**config.mk**
```make
export PLATFORM = sky130hd
export DESIGN_NAME = risc_multicycle_ctrl
export DESIGN_NICKNAME = d
export VERILOG_FILES = /design/src/rtl/risc_ctrl_pkg.sv /design/src/rtl/risc_multicycle_ctrl_alu_decoder.sv /design/src/rtl/risc_multicycle_ctrl.sv
export SDC_FILE = /design/constraint.sdc
export NUM_CORES = 1
export LEC_CHECK = 0
export ABC_AREA = 1
export CAP_MARGIN = 10
export CORE_AREA = 2 2 75 77
export DETAILED_ROUTE_END_ITERATION = 6
export DIE_AREA = 0 0 77 79
export GPL_TIMING_DRIVEN = 0
export PLACE_DENSITY_LB_ADDON = 0.15
export SYNTH_ARGS = -nofsm -noshare
export SYNTH_HDL_FRONTEND = slang
export SYNTH_SLANG_ARGS = --single-unit
```
**constraint.sdc**
```tcl
create_clock -name CLK -period 4.3 [get_ports CLK]
set_input_delay 0.86 -clock CLK [delete_from_list [all_inputs] [get_ports CLK]]
set_output_delay 0.86 -clock CLK [all_outputs]
set_load 0.01 [all_outputs]
```
**src/rtl/risc_ctrl_pkg.sv**
```systemverilog
// risc_ctrl_pkg: opcode/funct3 constants, control encodings, states and instruction classifier
package risc_ctrl_pkg;
    localparam logic [6:0] OP_LOAD  = 7'b0000011;
    localparam logic [6:0] OP_STORE = 7'b0100011;
    localparam logic [6:0] OP_R     = 7'b0110011;
    localparam logic [6:0] OP_I     = 7'b0010011;
    localparam logic [6:0] OP_BR    = 7'b1100011;
    localparam logic [2:0] F3_ADD = 3'b000;
    localparam logic [2:0] F3_SLT = 3'b010;
    localparam logic [2:0] F3_OR  = 3'b110;
    localparam logic [2:0] F3_AND = 3'b111;
    localparam logic [2:0] F3_W   = 3'b010;
    localparam logic [2:0] F3_BEQ = 3'b000;
    localparam logic [2:0] F3_BNE = 3'b001;
    localparam logic [2:0] F3_BLT = 3'b100;
    localparam logic [2:0] ALU_ADD = 3'b000;
    localparam logic [2:0] ALU_SUB = 3'b001;
    localparam logic [2:0] ALU_AND = 3'b010;
    localparam logic [2:0] ALU_OR  = 3'b011;
    localparam logic [2:0] ALU_SLT = 3'b101;
    localparam logic [1:0] IMM_I = 2'b00;
    localparam logic [1:0] IMM_S = 2'b01;
    localparam logic [1:0] IMM_B = 2'b10;
    typedef enum logic [2:0] {S_FETCH, S_DECODE, S_EXEC, S_MEM, S_HALT} state_t;
    typedef enum logic [2:0] {C_BAD, C_LOAD, C_STORE, C_R, C_I, C_BR} cls_t;
    // C_BAD covers every opcode/funct3 pair the datapath cannot execute
    function automatic cls_t classify(input logic [6:0] opcode, input logic [2:0] f3);
        logic alu_ok;
        alu_ok = f3 == F3_ADD || f3 == F3_SLT || f3 == F3_OR || f3 == F3_AND;
        return (opcode == OP_LOAD && f3 == F3_W) ? C_LOAD :
               (opcode == OP_STORE && f3 == F3_W) ? C_STORE :
               (opcode == OP_R && alu_ok) ? C_R :
               (opcode == OP_I && alu_ok) ? C_I :
               (opcode == OP_BR && (f3 == F3_BEQ || f3 == F3_BNE || f3 == F3_BLT)) ? C_BR : C_BAD;
    endfunction
endpackage

```
**src/rtl/risc_multicycle_ctrl_alu_decoder.sv**
```systemverilog
// alu_decoder: instruction class, funct3 and Instr[30] to ALUControl
module alu_decoder import risc_ctrl_pkg::*; (
    input  cls_t       cls,
    input  logic [2:0] funct3,
    input  logic       instr30,
    output logic [2:0] alu_control
);
    wire alu_op = cls == C_R || cls == C_I;
    assign alu_control = cls == C_BR ? ALU_SUB :
                         !alu_op ? ALU_ADD :
                         funct3 == F3_SLT ? ALU_SLT :
                         funct3 == F3_OR ? ALU_OR :
                         funct3 == F3_AND ? ALU_AND :
                         (cls == C_R && instr30) ? ALU_SUB : ALU_ADD;
endmodule

```
**src/rtl/risc_multicycle_ctrl.sv**
```systemverilog
// risc_multicycle_ctrl: FETCH/DECODE/EXEC/MEM sequencer driving the RISC-V datapath controls
module risc_multicycle_ctrl import risc_ctrl_pkg::*; #(
    parameter int FETCH_WAIT = 1,
    parameter int CNT_W      = 32
) (
    input  logic             CLK,
    input  logic             rst,
    input  logic [10:0]      op_func,
    input  logic             ZF,
    input  logic             SF,
    output logic             PCWrite,
    output logic             PCSrc,
    output logic             RegWrite,
    output logic             ALUSrc,
    output logic             MemWrite,
    output logic             ResultSrc,
    output logic [2:0]       ALUControl,
    output logic [1:0]       ImmSrc,
    output logic             Illegal,
    output logic [CNT_W-1:0] retired
);
    localparam int FW = FETCH_WAIT > 1 ? $clog2(FETCH_WAIT) : 1;
    state_t state, state_n;
    logic [FW-1:0] fcnt;
    logic [10:0] op_q;
    logic illegal_q;
    logic [CNT_W-1:0] cnt;
    logic [2:0] alu_ctl;
    cls_t cls;
    wire fetch_done = fcnt == FW'(FETCH_WAIT - 1);
    wire active = state == S_DECODE || state == S_EXEC || state == S_MEM;
    wire exec = state == S_EXEC;
    wire mem = state == S_MEM;
    assign cls = classify(op_q[6:0], op_q[9:7]);
    alu_decoder u_alu_dec (.cls(cls), .funct3(op_q[9:7]), .instr30(op_q[10]), .alu_control(alu_ctl));
    always_ff @(posedge CLK) begin
        if (rst) begin
            state     <= S_FETCH;
            fcnt      <= '0;
            op_q      <= '0;
            illegal_q <= 1'b0;
            cnt       <= '0;
        end else begin
            state <= state_n;
            fcnt  <= (state == S_FETCH && !fetch_done) ? fcnt + 1'b1 : '0;
            // capture on the edge into DECODE so op_q is valid for the whole instruction
            if (state == S_FETCH && fetch_done)
                op_q <= op_func;
            if (state == S_DECODE && cls == C_BAD)
                illegal_q <= 1'b1;
            if (PCWrite)
                cnt <= cnt + 1'b1;
        end
    end
    always_comb begin
        state_n = state;
        case (state)
            S_FETCH:  state_n = fetch_done ? S_DECODE : S_FETCH;
            S_DECODE: state_n = cls == C_BAD ? S_HALT : S_EXEC;
            S_EXEC:   state_n = cls == C_LOAD ? S_MEM : S_FETCH;
            S_MEM:    state_n = S_FETCH;
            S_HALT:   state_n = S_HALT;
            default:  state_n = S_FETCH;
        endcase
    end
    assign ALUSrc     = active && (cls == C_LOAD || cls == C_STORE || cls == C_I);
    assign ALUControl = active ? alu_ctl : ALU_ADD;
    assign ImmSrc     = !active ? IMM_I : cls == C_STORE ? IMM_S : cls == C_BR ? IMM_B : IMM_I;
    assign ResultSrc  = active && cls == C_LOAD;
    assign PCWrite    = !rst && ((exec && cls != C_LOAD) || mem);
    assign RegWrite   = !rst && ((exec && (cls == C_R || cls == C_I)) || mem);
    assign MemWrite   = !rst && exec && cls == C_STORE;
    assign PCSrc      = exec && cls == C_BR &&
                        (op_q[9:7] == F3_BEQ ? ZF : op_q[9:7] == F3_BNE ? !ZF : SF);
    assign Illegal    = illegal_q;
    assign retired    = cnt;
endmodule

```
==> results of run 1 <==
[through the flow]
step                utilization  hold slack [ns]  cells
CTS                       0.680            0.455    586
floorplan                     -            0.446    450
detailed placement        0.662            0.442    579
finish                    0.680            0.454    586
global placement          0.662            0.446    579
global route              0.680            0.476    586
[power breakdown]
group          total, µW  switching, µW  internal (µW)
clock                286            143            143
combinational       75.6           46.0           29.5
sequential           467           10.7            457
total                829            199            629
[worst max-delay path, delay by kind of cell]
kind | cells | cell delay [ns]
buffers and inverters | 5 | 1.36
AOI/OAI and AO/OA | 1 | 0.17
[sequential cells by signal, indices dropped and copies added, names as in the netlist]
register / cells
retired: 32
fcnt: 1
op_q: 11
Illegal: 1
state: 3
[Yosys cell counts (6+ instances only)]
cell,instances
sky130_fd_sc_hd__nor2_1,90
sky130_fd_sc_hd__nand2_1,135
sky130_fd_sc_hd__nand2_2,12
sky130_fd_sc_hd__nand3b_1,8
sky130_fd_sc_hd__o21ai_0,16
sky130_fd_sc_hd__inv_1,30
sky130_fd_sc_hd__a21oi_1,22
sky130_fd_sc_hd__nand3_1,26
sky130_fd_sc_hd__a21oi_2,10
sky130_fd_sc_hd__nor3_1,6
sky130_fd_sc_hd__xor2_1,7
sky130_fd_sc_hd__dfxtp_1,48
[final timing paths]
path	start	end	slack, ns	cells after the start
setup / recovery	rst	RegWrite	1.06	6
hold / removal	Illegal$_SDFFE_PP0P_	Illegal$_SDFFE_PP0P_	0.45	2
setup reg to reg	retired[0]$_SDFFE_PP0P_	retired[24]$_SDFFE_PP0P_	2.54	10
hold reg to reg	Illegal$_SDFFE_PP0P_	Illegal$_SDFFE_PP0P_	0.45	2
[routing by layer]
layer | up-vias | part of all wire
met4 | 0 | 0.022
met3 | 10 | 0.049
met1 | 1352 | 0.41
met2 | 83 | 0.51
met5 | - | 0
li1 | 1554 | -
[area by class of cell]
cell class                      count  area share
Tap cell                           72      0.0248
Inverter                           34      0.0352
Buffer                             10      0.0190
Clock buffer                        7      0.0265
Sequential cell                    48       0.265
Timing Repair Buffer               57       0.157
Multi-Input combinational cell    358       0.473
[cells by family after synthesis]
logic type	after synthesis	share of synthesized area
AOI/OAI and AO/OA	56	0.117
DFF	48	0.334
adders and majority gates	1	0.00435
other	1	0.00131
and+or+nand+nor	289	0.441
buffers and inverters	44	0.0684
xor gates and xnor gates	11	0.0335
==> Flow_metrics.wiki, run 1 <==
{| class="wikitable"
! Metric !! Value
|-
| Filler cells || 522
|-
| Critical Path End Type || output port
|-
| First drt pass iteration count || 4
|-
| Leakage dissipation || 0.00126 µW
|-
| Htree depth || 2
|-
| Global routing met2 resource utilization || 0.476
|-
| Global router's overall resource usage || 0.245
|-
| Clock-pin slew on the worst setup and hold paths || 0.08 ns
|-
| Final Total Pwr || 829 µW
|-
| Placement Cell Area || 3530 µm²
|-
| Avg Inst Size Synth || between 6 and 7 µm²
|-
| Synth-to-Final Area Change || 26.4%
|-
| Cell with the largest stage delay on the worst path || sky130_fd_sc_hd__clkdlybuf4s50_1
|-
| Unrepaired setup endpoints after global routing || no
|-
| Wire length of the first global-routing pass || between 10000 and 15000 µm
|-
| Area occupied by multi-input gates || 1720 µm²
|-
| Worst-margin pin slew || 0.770 ns
|-
| Final routed wirelength across all metal layers || 7260 µm
|-
| Source-to-sink clock delay at the later pin of the worst-skew pair || 0.30 ns
|-
| Met3 Usage GRT || 0.0375
|-
| Count of pins over their slew limit || 0
|-
| Area of the core || 5340 µm²
|-
| Number of rows created at floorplan || 27
|-
| Pwr dens || around 230 nW/µm²
|-
| Run status || complete, no violations
|-
| Number of top-level pins || 59
|-
| Die span in x || 77 µm
|-
| TritonCTS clock tree || built
|-
| Diodes inserted || 0
|-
| Required time at the endpoint of the critical path || 3.44 ns
|-
| Maximum number of pins on one net before global-route repair || 14
|-
| Number of flops mapped to enable cells by yosys || 0
|-
| Type of the setup path with the least slack || input pin to output port
|-
| Clock root buffer || sky130_fd_sc_hd__clkbuf_8
|-
| Detailed-placement wirelength estimate || between 5000 and 6000 µm
|-
| Max-capacitance violation count || 0
|-
| Async S/R FF share, synth || 0
|-
| Headroom to the max-slew limit || 0.487
|-
| Clock Sinks || 48
|-
| VDD IR max || approximately 0.18 mV
|-
| Total area of sequential cells || 961 µm²
|-
| Largest fanout of any net on the critical path || 10
|-
| Kind of launch point of the worst setup path || input pin
|-
| Num CTS Buffers || 5
|-
| Post-CTS Hold Buffers || 0
|-
| Design area || 3630 µm²
|-
| Dpl ws || 1.06 ns
|-
| Number of nets in the layout || 530
|-
| Share of cells above drive strength 1 || 0.0875
|-
| Total setup violations reported at the end of the flow || 0
|-
| Worst hold-check path type || flip-flop to flip-flop
|-
| Most common cell after layout, fill and taps aside || sky130_fd_sc_hd__nand2_1
|-
| Crit share post-route || 0.754
|-
| Number of design-rule violations left by the first detailed-router iteration || 180
|-
| Most used cells in the layout excluding fill and tap cells || 135 x sky130_fd_sc_hd__nand2_1, 90 x sky130_fd_sc_hd__nor2_1, 57 x sky130_fd_sc_hd__clkdlybuf4s50_1, 48 x sky130_fd_sc_hd__dfxtp_1, 30 x sky130_fd_sc_hd__inv_1
|-
| Largest buffer count on any clock path || 2
|-
| Die Area || 6080 µm²
|-
| FF+latch count, synth || 48
|-
| GR Layer Usage met1 || 0.269
|-
| Fraction of post-synthesis cell area in the top cell type by area || 0.334
|-
| Cell count after synthesis || between 400 and 500
|-
| Unique masters post-synth || 34
|-
| Critical path cell sequence || buf_2 -> clkinv_1 -> clkbuf_1 -> o211ai_1 -> inv_1 -> clkdlybuf4s50_1
|-
| Post-route setup TNS || 0 ns
|-
| Routed vias || 2999
|-
| Worst Clk Skew || 0.00674 ns
|-
| Hold violation total from the final report || 0
|-
| Synth warn || 0
|-
| PostCTS Resize Cnt || 0
|-
| Number of buffers added on ports || between 50 and 60
|-
| Vertical die dimension || 79 µm
|-
| Maximum clock frequency || 308 MHz
|-
| Most Used Layer, Global Route || met2
|-
| Via count of the first global-routing pass || 2724
|-
| Post-CTS setup repair buffer count || 0
|-
| Main area contributors after synthesis || sky130_fd_sc_hd__dfxtp_1 33%, sky130_fd_sc_hd__nand2_1 18%, sky130_fd_sc_hd__nor2_1 12%
|-
| Netlist Area Pre-Place || 2870 µm²
|-
| Final routed DRC violation total || 0
|-
| Initial standard-cell utilization of the core || 0.538
|-
| Fin crit period || around 3.2 ns
|-
| Top cell type by total area after synthesis || sky130_fd_sc_hd__dfxtp_1
|-
| Delay of the slowest cell on the worst path || 0.53 ns
|-
| Proportion of synthesized chip area in sequential cells || 0.334
|-
| Synthesized Nets || approximately 470
|-
| Post-route ant nets || 0
|-
| Top flip-flop cell by instance count after synthesis || sky130_fd_sc_hd__dfxtp_1
|-
| Setup ws final || between 1 and 1.5 ns
|-
| Antenna violations before repair || 0
|-
| Detailed-route wire length per cell || 12.4 µm
|-
| Detailed-route vias per instance || 5.12
|-
| Last weighted congestion value of the routability-driven placer || around 0.9
|-
| Arrival time of the worst setup path || approximately 2.4 ns
|-
| Total gr overflow || 0
|}
Power figures use the tool's default switching activity.
==> inputs of run 2 (changes only) <==
--- a/config.mk
+++ b/config.mk
@@ -7,9 +7,9 @@
 export LEC_CHECK = 0
 export ABC_AREA = 1
 export CAP_MARGIN = 10
-export CORE_AREA = 2 2 75 77
+export CORE_AREA = 2 2 78 80
 export DETAILED_ROUTE_END_ITERATION = 6
-export DIE_AREA = 0 0 77 79
+export DIE_AREA = 0 0 80 82
 export GPL_TIMING_DRIVEN = 0
 export PLACE_DENSITY_LB_ADDON = 0.15
 export SYNTH_ARGS = -nofsm -noshare
==> constraint.sdc (replaced) <==
create_clock -name CLK -period 3.2 [get_ports CLK]
set_input_delay 0.64 -clock CLK [delete_from_list [all_inputs] [get_ports CLK]]
set_output_delay 0.64 -clock CLK [all_outputs]
set_load 0.01 [all_outputs]
==> run 2 against run 1 <==
Compared with the run above:
- combinational power up 34%
- utilization decreased by 4.5 points
- largest cell class unchanged
- sequential cell count unchanged
- sequential power grew 35%
- critical endpoint is now ALUControl[2]
- critical path depth up 2
- clock-buffer cell count shrank 2
- highest routed layer unchanged
- cell count grew 0.68%
==> Flow_metrics.wiki, run 2 (synthesis gave the netlist of run 1 again) <==
{| class="wikitable"
! Metric !! Value
|-
| Number of top-level pins || 59 (unchanged)
|-
| Most used cells in the layout excluding fill and tap cells || 135 x sky130_fd_sc_hd__nand2_1, 90 x sky130_fd_sc_hd__nor2_1, 57 x sky130_fd_sc_hd__clkdlybuf4s50_1, 48 x sky130_fd_sc_hd__dfxtp_1, 30 x sky130_fd_sc_hd__inv_1
|-
| Post-route setup TNS || 0 ns (unchanged)
|-
| Count of pins over their slew limit || 0 (unchanged)
|-
| Required time at the endpoint of the critical path || 2.56 ns (-0.88 ns)
|-
| Largest fanout of any net on the critical path || 8 (-2)
|-
| Headroom to the max-slew limit || 0.507 (+0.0203)
|-
| Type of the setup path with the least slack || flip-flop to output port
|-
| Htree depth || 2 (unchanged)
|-
| Num CTS Buffers || 5 (unchanged)
|-
| Crit share post-route || 0.888
|-
| VDD IR max || 0.175 mV (-1.9%)
|-
| Post-CTS Hold Buffers || 0 (unchanged)
|-
| Clock root buffer || sky130_fd_sc_hd__clkbuf_8
|-
| Cell with the largest stage delay on the worst path || sky130_fd_sc_hd__clkdlybuf4s50_1
|-
| Global router's overall resource usage || 0.248 (+0.00296)
|-
| Critical Path End Type || output port
|-
| Clock Sinks || 48 (unchanged)
|-
| Final routed DRC violation total || 0 (unchanged)
|-
| PostCTS Resize Cnt || 0 (unchanged)
|-
| Non-Filler Instances || 590 (+0.68%)
|-
| Wire length of the first global-routing pass || 12900 µm (+6.6%)
|-
| Via count of the first global-routing pass || 2917 (+7.1%)
|-
| Kind of launch point of the worst setup path || flip-flop
|-
| Area of the core || 5750 µm² (+7.6%)
|-
| Fin crit period || 2.84 ns
|-
| Clock-pin slew on the worst setup and hold paths || 0.08 ns (about the same)
|-
| Pwr dens || 321 nW/µm² (+41%)
|-
| Most common cell after layout, fill and taps aside || sky130_fd_sc_hd__nand2_1
|-
| Delay of the slowest cell on the worst path || 0.57 ns (+0.04 ns)
|-
| Number of buffers added on ports || 57 (unchanged)
|-
| Total gr overflow || 0 (unchanged)
|-
| Post-route ant nets || 0 (unchanged)
|-
| Total setup violations reported at the end of the flow || 0 (unchanged)
|-
| Initial standard-cell utilization of the core || 0.500 (-0.0382)
|-
| Antenna violations before repair || 0 (unchanged)
|-
| Number of rows created at floorplan || 28 (+3.7%)
|-
| Arrival time of the worst setup path || 2.20 ns (-0.18 ns)
|-
| CP delay by family, top || buffers and inverters
|-
| Synth-to-Final Area Change || 27.0%
|-
| Largest buffer count on any clock path || 2 (unchanged)
|-
| Last weighted congestion value of the routability-driven placer || 0.962 (+6.6%)
|-
| Maximum clock frequency || between 300 and 400 MHz
|-
| TritonCTS clock tree || built
|-
| Diodes inserted || 0 (unchanged)
|-
| Die span in x || 80 µm (+3.9%)
|-
| Detailed-route wire length per cell || 12.7 µm (+2.5%)
|-
| Vertical die dimension || 82 µm (+3.8%)
|-
| Detailed-placement wirelength estimate || 5760 µm (+0.37%)
|-
| Hold violation total from the final report || 0 (unchanged)
|-
| Worst hold-check path type || flip-flop to flip-flop
|-
| Post-CTS setup repair buffer count || 0 (unchanged)
|-
| Number of placed cells counting well taps || 582 (+0.52%)
|-
| Worst Clk Skew || 0.0122 ns (+0.00547 ns)
|-
| Number of design-rule violations left by the first detailed-router iteration || 175 (-2.8%)
|-
| Unrepaired setup endpoints after global routing || no
|-
| Die Area || 6560 µm² (+7.8%)
|-
| Source-to-sink clock delay at the later pin of the worst-skew pair || 0.31 ns (about the same)
|-
| Number of nets in the layout || 530 (unchanged)
|-
| Max-capacitance violation count || 0 (unchanged)
|-
| Share of cells above drive strength 1 || 0.0893 (+0.00177)
|-
| Detailed-route vias per instance || 5.19 (+1.5%)
|-
| Routed vias || 3064 (+2.2%)
|-
| Run status || complete, no violations
|-
| Leakage dissipation || 0.00126 µW (+0.30%)
|-
| Bufs and invs on worst path || 2 (-3)
|-
| First drt pass iteration count || 5 (+1)
|-
| Final routed wirelength across all metal layers || 7490 µm (+3.2%)
|-
| Number of flip-flops in the largest register || 32 (unchanged)
|-
| Maximum number of pins on one net before global-route repair || 16 (+2)
|-
| Critical path cell sequence || clkbuf_2 -> nand2_1 -> o21ai_0 -> nand3_1 -> nand2_1 -> nand3_1 -> nor3_1 -> clkdlybuf4s50_1
|-
| Worst-margin pin slew || 0.740 ns (-0.0305 ns)
|}
run 2: report_power, final:
part	switching [µW]	internal (µW)	total, µW
clock network	211	231	443
logic	61.2	39.6	101
registers	14.9	614	629
run 2: metal layers:
metal	GRT usage	wire length (µm)	share of wire
met2	0.423	3450	0.46
met1	0.328	3590	0.48
met4	0.0644	107	0.014
met5	0	0	0
met3	0.0396	344	0.046
run 2: stage by stage:
stage	power (µW)	instance area (µm²)	util	setup slack (ns)	hold WS, ns
after global placement	742	3540	0.616	0.395	0.449
after global routing	1230	3650	0.635	0.135	0.507
after CTS	1180	3650	0.635	0.362	0.483
final	1170	3650	0.635	0.357	0.476
after detailed placement	743	3540	0.616	0.406	0.470
after floorplan	706	2870	-	1.12	0.446
run 2: worst min-delay path: cells and delay by family (launching register included):
family	cells	cell delay, ns
buffers and inverters	1	0.06
flip-flops	1	0.31
AO/OA/AOI/OAI	1	0.05
run 2: path summary, 6_finish.rpt:
kind	start	to	slack [ns]	cells after the start
hold / removal	op_q[2]$_SDFFE_PP0P_	op_q[2]$_SDFFE_PP0P_	0.48	2
hold reg to reg	op_q[2]$_SDFFE_PP0P_	op_q[2]$_SDFFE_PP0P_	0.48	2
setup / recovery	op_q[9]$_SDFFE_PP0P_	ALUControl[2]	0.36	8
setup reg to reg	retired[0]$_SDFFE_PP0P_	retired[24]$_SDFFE_PP0P_	1.34	10
run 2: cell type report:
class | instances | area, µm²
Fill cell | 550 | 2100
Inverter | 34 | 128
Timing Repair Buffer | 57 | 571
Clock buffer | 5 | 68.8
Tap cell | 75 | 93.8
Sequential cell | 48 | 961
Buffer | 10 | 68.8
Clock inverter | 3 | 42.5
Multi-Input combinational cell | 358 | 1720
